[src/rtl/issue_arbiter.sv]
// issue_arbiter: picks one instruction per cycle to issue, choosing between the
// main stream and COP_NUMS coprocessor candidates. It keeps a 32-entry
// scoreboard of registers that are still being written, and holds back any
// instruction that would read or overwrite one of them (RAW/WAW hazards). It
// also makes sure the main stream is not starved by the coprocessors.
// Ports:
//   CLK, RST (async active-high), FLUSH (sync clear), STALL / MMU_WAIT (freeze)
//   MAIN_REQ / MAIN_RD / MAIN_RS1 / MAIN_RS2        main candidate
//   COP_REQ / COP_RD / COP_RS1 / COP_RS2            cop k uses bits [5k+4:5k]
//   WB_MAIN_VALID / WB_MAIN_RD, WB_COP_VALID / WB_COP_RD   writebacks
//   GRANT_MAIN, GRANT_COP (one-hot), GRANT_RD       combinational issue result
//   HAZARD_STALL                                    request pending, nothing issued
//   BUSY_MAP                                        registered scoreboard
module issue_arbiter #(
    parameter int unsigned COP_NUMS     = 1,
    parameter int unsigned STARVE_LIMIT = 4
) (
    input  logic                  CLK,
    input  logic                  RST,
    input  logic                  FLUSH,
    input  logic                  STALL,
    input  logic                  MMU_WAIT,
    input  logic                  MAIN_REQ,
    input  logic [4:0]            MAIN_RD,
    input  logic [4:0]            MAIN_RS1,
    input  logic [4:0]            MAIN_RS2,
    input  logic [COP_NUMS-1:0]   COP_REQ,
    input  logic [5*COP_NUMS-1:0] COP_RD,
    input  logic [5*COP_NUMS-1:0] COP_RS1,
    input  logic [5*COP_NUMS-1:0] COP_RS2,
    input  logic                  WB_MAIN_VALID,
    input  logic [4:0]            WB_MAIN_RD,
    input  logic [COP_NUMS-1:0]   WB_COP_VALID,
    input  logic [5*COP_NUMS-1:0] WB_COP_RD,
    output logic                  GRANT_MAIN,
    output logic [COP_NUMS-1:0]   GRANT_COP,
    output logic [4:0]            GRANT_RD,
    output logic                  HAZARD_STALL,
    output logic [31:0]           BUSY_MAP
);

    // With a single cop the pointer is kept as one bit that is always 0.
    localparam int unsigned PTR_W      = (COP_NUMS > 1) ? $clog2(COP_NUMS) : 1;
    localparam logic [3:0]  STARVE_MAX = 4'(STARVE_LIMIT);

    logic [31:0]         busy_q, busy_d;
    logic [PTR_W-1:0]    rr_ptr_q, rr_ptr_d;
    logic [3:0]          starve_cnt_q, starve_cnt_d;

    logic [31:0]         wbclr;
    logic [31:0]         eb;
    logic                main_elig;
    logic [COP_NUMS-1:0] cop_elig;
    logic                freeze;
    logic                issue_en;
    logic                cop_hit;
    logic [PTR_W-1:0]    cop_idx;
    int                  scan;
    logic                grant_main_c;
    logic [COP_NUMS-1:0] grant_cop_c;
    logic                cop_granted_c;
    logic [4:0]          grant_rd_c;

    // Writeback clear mask; x0 is never tracked.
    always_comb begin
        wbclr = '0;
        if (WB_MAIN_VALID) wbclr[WB_MAIN_RD] = 1'b1;
        for (int k = 0; k < int'(COP_NUMS); k++) begin
            if (WB_COP_VALID[k]) wbclr[WB_COP_RD[5*k +: 5]] = 1'b1;
        end
        wbclr[0] = 1'b0;
    end

    // A writeback in this cycle already counts as free (same-cycle bypass).
    assign eb = busy_q & ~wbclr;

    // Eligibility: no source or destination still in flight.
    always_comb begin
        main_elig = MAIN_REQ & ~eb[MAIN_RS1] & ~eb[MAIN_RS2] & ~eb[MAIN_RD];
        cop_elig  = '0;
        for (int k = 0; k < int'(COP_NUMS); k++) begin
            cop_elig[k] = COP_REQ[k] & ~eb[COP_RS1[5*k +: 5]]
                        & ~eb[COP_RS2[5*k +: 5]] & ~eb[COP_RD[5*k +: 5]];
        end
    end

    assign freeze   = STALL | MMU_WAIT;
    assign issue_en = ~RST & ~FLUSH & ~freeze;

    // Round-robin search upward from rr_ptr, wrapping at COP_NUMS.
    always_comb begin
        cop_hit = 1'b0;
        cop_idx = '0;
        scan    = 0;
        for (int i = 0; i < int'(COP_NUMS); i++) begin
            scan = (int'(rr_ptr_q) + i) % int'(COP_NUMS);
            if (!cop_hit && cop_elig[PTR_W'(scan)]) begin
                cop_hit = 1'b1;
                cop_idx = PTR_W'(scan);
            end
        end
    end

    // Grant selection: starving main first, then cops, then main.
    always_comb begin
        grant_main_c = 1'b0;
        grant_cop_c  = '0;
        grant_rd_c   = 5'd0;
        if (issue_en) begin
            if (main_elig && (starve_cnt_q == STARVE_MAX)) begin
                grant_main_c = 1'b1;
            end else if (cop_hit) begin
                grant_cop_c[cop_idx] = 1'b1;
            end else if (main_elig) begin
                grant_main_c = 1'b1;
            end
        end
        if (grant_main_c) begin
            grant_rd_c = MAIN_RD;
        end else if (|grant_cop_c) begin
            grant_rd_c = COP_RD[5*int'(cop_idx) +: 5];
        end
    end

    assign cop_granted_c = |grant_cop_c;

    // Next-state: scoreboard, round-robin pointer and starvation counter.
    always_comb begin
        busy_d       = eb;
        rr_ptr_d     = rr_ptr_q;
        starve_cnt_d = starve_cnt_q;
        // Set wins over a same-cycle clear of the granted rd.
        if (grant_main_c || cop_granted_c) busy_d[grant_rd_c] = 1'b1;
        busy_d[0] = 1'b0;
        if (!freeze) begin
            if (cop_granted_c) begin
                rr_ptr_d = (COP_NUMS > 1)
                         ? PTR_W'((int'(cop_idx) + 1) % int'(COP_NUMS)) : '0;
            end
            if (grant_main_c || !MAIN_REQ) begin
                starve_cnt_d = 4'd0;
            end else if (main_elig && cop_granted_c && (starve_cnt_q < STARVE_MAX)) begin
                starve_cnt_d = starve_cnt_q + 4'd1;
            end
        end
        if (FLUSH) begin
            busy_d       = '0;
            rr_ptr_d     = '0;
            starve_cnt_d = 4'd0;
        end
    end

    always_ff @(posedge CLK or posedge RST) begin
        if (RST) begin
            busy_q       <= '0;
            rr_ptr_q     <= '0;
            starve_cnt_q <= 4'd0;
        end else begin
            busy_q       <= busy_d;
            rr_ptr_q     <= rr_ptr_d;
            starve_cnt_q <= starve_cnt_d;
        end
    end

    assign GRANT_MAIN   = grant_main_c;
    assign GRANT_COP    = grant_cop_c;
    assign GRANT_RD     = grant_rd_c;
    assign HAZARD_STALL = (MAIN_REQ | (|COP_REQ)) & ~grant_main_c & ~cop_granted_c & issue_en;
    assign BUSY_MAP     = busy_q;

endmodule

[config.mk]
export PLATFORM = sky130hd
export DESIGN_NAME = issue_arbiter
export DESIGN_NICKNAME = d
export VERILOG_FILES = /design/src/rtl/issue_arbiter.sv
export SDC_FILE = /design/constraint.sdc
export NUM_CORES = 1
export LEC_CHECK = 0
export ABC_AREA = 1
export CAP_MARGIN = 20
export CORE_MARGIN = 3
export CORE_UTILIZATION = 53
export DETAILED_ROUTE_END_ITERATION = 12
export PLACE_DENSITY_LB_ADDON = 0.08
export SYNTH_ARGS = -nofsm -noshare
export SYNTH_HDL_FRONTEND = slang
export SYNTH_SLANG_ARGS = --single-unit
[constraint.sdc]
create_clock -name CLK -period 5.9 [get_ports CLK]
set_input_delay 1.77 -clock CLK [delete_from_list [all_inputs] [get_ports CLK]]
set_output_delay 1.77 -clock CLK [all_outputs]
set_load 0.1 [all_outputs]
==> impl_metrics.toml, run 1 <==
[run_status]
outcome = "did not finish"
haltStage = "5_1_grt"
first-error = "[ERROR GRT-0116] Global routing finished with congestion. Check the congestion regions in the DRC Viewer."

[synth]
synthTopCellsByArea = "nand2_1, nand3_1, dfrtp_1"
ys.warnings.count = 0
synth.distinct_cells = 22
synth.ff_latch_count = 35
synth_nets = 913
synth_top_area_cell = "nand2_1"
synth_area_um2 = 4430
yosysTopAreaCellShare_pct = 25.9
syn_area_per_cell_um2 = 5.14
synth_seq_area_share_pct = 19.8
synthCells = 862

[floorplan]
dieWidth_um = 97.4
die_h_um = 97.4
start_util_pct = 55.9
num_rows = 32
io_pins = 89

[global_route]
grt.overflow.total = 88
grt_max_degree = 36
grt_pass1_wl_mm = 54.5
grt_pass1_vias = 9241
grtUsageTotal_pct = 74.2

[clock_tree]
cts.sinks = 35
cts_buffers = 5
clk_path_buf_depth = 2
clockRootBuffer = "clkbuf_8"
htree_levels = 2
cts_hold_buf = 0

[placed_design]
dp_hpwl_mm = 16.7
place_congestion = 1.25
port_buffers = 87
-- logic make-up after synthesis --
group | count (synthesis) | synth area share (%)
adders and majority gates | 2 | 0.565
buffers and inverters | 112 | 9.78
AOI/OAI and AO/OA | 46 | 5.23
other | 1 | 0.0847
and+or+nand+nor | 665 | 64.4
DFF | 35 | 19.8
xor gates and xnor gates | 1 | 0.198
-- repair_timing --
| action | 4_1_cts |
|---|---|
| pin swaps | 28 |
| endpoints found under the setup margin | 8 |
| resized for setup | 160 |
| setup buffers | 23 |
| endpoints found under the hold margin | 0 |
-- synth_stat cells (all sizes together) --
cell	n
nor2	156
ha	2
inv	86
dfrtp	35
nand2	310
clkinv	6
nand4	17
clkbuf	12
a21oi	35
o21ai	10
or2	1
buf	8
nand3	181
a31oi	1
conb	1
xor2	1
-- through the flow --
step | cell area (um2) | std cells | utilization (%) | hold WS, ns | setup slack [ns]
after global placement | 6420 | 1156 | 81.0 | 0.509 | -0.665
after detailed placement | 6420 | 1156 | 81.0 | 0.529 | -0.794
after CTS | 7230 | 1187 | 91.2 | 0.559 | 0.00566
after floorplan | 4440 | 862 | - | 0.486 | -0.0410
-- per-layer routing --
metal  overflow  track usage, %
met1          2            72.4
met2         52            92.0
met3          0            60.8
met4         34            72.6
met5          0            21.4
==> inputs of run 2 (changes only) <==
--- a/config.mk
+++ b/config.mk
@@ -8,9 +8,9 @@
 export ABC_AREA = 1
 export CAP_MARGIN = 20
 export CORE_MARGIN = 3
-export CORE_UTILIZATION = 53
+export CORE_UTILIZATION = 40
 export DETAILED_ROUTE_END_ITERATION = 12
-export PLACE_DENSITY_LB_ADDON = 0.08
+export PLACE_DENSITY_LB_ADDON = 0.15
 export SYNTH_ARGS = -nofsm -noshare
 export SYNTH_HDL_FRONTEND = slang
 export SYNTH_SLANG_ARGS = --single-unit
==> impl_metrics.toml, run 2 <==
[power]
combPwrFrac_pct = 41.0
intPower_mw = 0.451
ir_drop_mv = 0.163
p_clk_share_pct = 25.7
power.net_switching_mw = 0.274
p_per_area_nw_per_um2 = 92.7
switching_share_pct = 37.8
leakagePower_nw = 3.85
p_seq_share_pct = 33.3

[clock_tree]
cts.sinks = 35
cts_tree = "done"
clk_path_buf_depth = 2
clock_latency_ns = 0.29
htree_levels = 2
cts_buffers = 5
clockRootBuffer = "clkbuf_8"
path_clk_slew_ns = 0.07

[layout]
nNetsFinal = 1168
largest_reg_flops = 31
post-route-util_pct = 74.0
fin_cells = 1254
layout.cells.most_common_list = "nand2_1, buf_4, nand3_1"
drive_above_1_share_pct = 35.2
final_common_cell = "nand2_1"
fillers = 884
n_antenna_cell = 0
area_growth_pct = 76.4

[global_route]
grt.overflow.total = 0
antenna_found_initial = 0
grtUsageTotal_pct = 37.3
grt_pass1_vias = 6553
grt_max_degree = 36
grt_pass1_wl_mm = 36.1

[setup_path]
critPathMaxFanout = 7
path_common_cell = "nand2_1"
cp.required_ns = 4.13
worst-path-stages = 21
slowest_delay_ns = 0.20
cp_top_family = "simple AND/OR/NAND/NOR gates"
worstPathCellList = "buf_4, nor2_4, buf_4, nand2_1, nor2_1, nor2_1, buf_4, nand3_1, nand2_1, inv_1, nand2_1, nand3_1, nand2_1, nand2_1, nand2_1, nor2_4, nand2_2, nor2_4, inv_2, a31oi_4, buf_12"
startpoint_type = "primary input"
crit_buf_inv = 6
worst-r2r-cell-count = 22
cp_slowest_cell = "buf_12"
critPathKind = "primary input to output port"
worst_setup_path_end_kind = "output port"
rr_startpoint = "BUSY_MAP[12]"
startpoint = "WB_COP_RD[3]"
arrival_ns = 4.04

[detailed_routing]
routed_wl_mm = 24.2
firstDrtPassIters = 6
drtIter0Drc = 1054
wl_met3_mm = 3.29
dr.max_layer_used = "met4"
wl_per_cell_um = 19.3
vias_per_cell = 5.63
met1_length_mm = 9.19
postRouteAntennaNets = 0
route.detailed.drc = 0
wl_met2_mm = 10.5
dr_total_vias = 7063

[worst_hold_path]
holdPathStages = 2
hp-start = "starve_cnt_q[3]"
min_path_type = "flop to flop"

[run_status]
outcome = "finished clean"

[sta]
setup_viol = 0
min_period_ns = 5.81
rsz0062_at_grt = "true"
fmax_ghz = 0.172
finalCritPeriodShare_pct = 98.6
hold_viol_final = 0
maxSlewViolCount = 0
tightest_slew_ns = 0.983
relSlewSlack_pct = 34.3
clock_skew_ns = 0.00636

[synth]
synth.most_common_cell = "nand2_1"
synthTopCellsByArea = "nand2_1, nand3_1, dfrtp_1"
yosys-top-cells-count = "nand2_1, nand3_1, nor2_1"
synth.ff_latch_count = 35
ys.warnings.count = 0
synth_area_um2 = 4430
ys.flop_type = "dfrtp_1"
synth_seq_area_share_pct = 19.8
synth_edf_count = 0
synthCells = 862
synth_top_area_cell = "nand2_1"
yosysTopAreaCellShare_pct = 25.9
synth_nets = 913
synth.distinct_cells = 22
syn_area_per_cell_um2 = 5.14
synthArstFlopShare_pct = 100

[floorplan]
die_area_um2 = 12400
core_um2 = 10600
dieWidth_um = 111
num_rows = 37
start_util_pct = 42.0
io_pins = 89
die_h_um = 111

[placed_design]
dp_cells = 1211
port_buffers = 87
place_congestion = 1.12
dp_hpwl_mm = 18.3

[run]
maxCapViolCount = 0
run 2: cell counts after synthesis:
Identical to the previous run, type by type.
run 2: final timing paths:
check,end,slack [ns]
worst max-delay path,GRANT_COP,0.09
worst min-delay path,starve_cnt_q[3],0.53
worst max register to register,BUSY_MAP[9],2.95
worst min register to register,starve_cnt_q[3],0.53
max in group asynchronous,BUSY_MAP[29],3.56
min in group asynchronous,BUSY_MAP[26],2.02
run 2: timing repair:
action | 4_1_cts | 5_1_grt
hold buffers | 0 | 0
gates resized for setup | 149 | 155
setup buffers | 20 | 17
cloned | 0 | 0
pin swaps | 36 | 61
endpoints found under the setup margin | 8 | 8
run 2: logic make-up after synthesis:
| kind of cell | count (synthesis) | share of synthesized area (%) |
|---|---|---|
| AND/OR/NAND/NOR | 665 | 64.4 |
| buffers and inverters | 112 | 9.78 |
| AO/OA/AOI/OAI | 46 | 5.23 |
| flip-flops | 35 | 19.8 |
| adder cells (fa/ha/maj) | 2 | 0.565 |
| XOR/XNOR | 1 | 0.198 |
| other | 1 | 0.0847 |
run 2: power by group through the flow:
stage	Sequential, mW	Clock (mW)	Combinational (mW)
after global routing	0.241	0.195	0.319
final	0.241	0.186	0.297
after global placement	0.246	0	0.241
after detailed placement	0.246	0	0.240
after floorplan	0.248	0	0.126
after CTS	0.241	0.185	0.257
run 2: per-layer routing:
metal,vias up,global-route usage (%)
met5,-,0
met4,0,15.9
met3,102,9.44
met2,536,57.7
met1,3145,49.4
li1,3280,-
run 2: cell type report:
cell class / instances / area, um2 / share of cell area, %
clock buffers: 6 / 82.6 / 1.06
clock inverters: 2 / 16.3 / 0.208
inverters: 92 / 360 / 4.61
multi-input cells: 715 / 3830 / 49.0
flip-flops and latches: 35 / 876 / 11.2
well taps: 136 / 170 / 2.18
repair buffers: 268 / 2480 / 31.7
run 2: stage by stage:
step	instance area [um2]	TNS [ns]	power (mW)	hold WS (ns)	setup slack (ns)
final	7810	0	0.725	0.526	0.0853
after global placement	6630	-5.85	0.487	0.501	-0.804
after floorplan	4440	-0.0410	0.374	0.486	-0.0410
after CTS	7280	0	0.683	0.521	0.00310
after global routing	7810	-0.265	0.756	0.554	-0.0527
after detailed placement	6630	-5.50	0.486	0.512	-0.751
run 2: tightest hold or removal path, stage by stage, from the launching register on:
cell     delay (ns)
dfrtp_1        0.38
inv_1          0.07
nor2_1         0.04
Note: power is estimated with default switching activity, not from simulation.
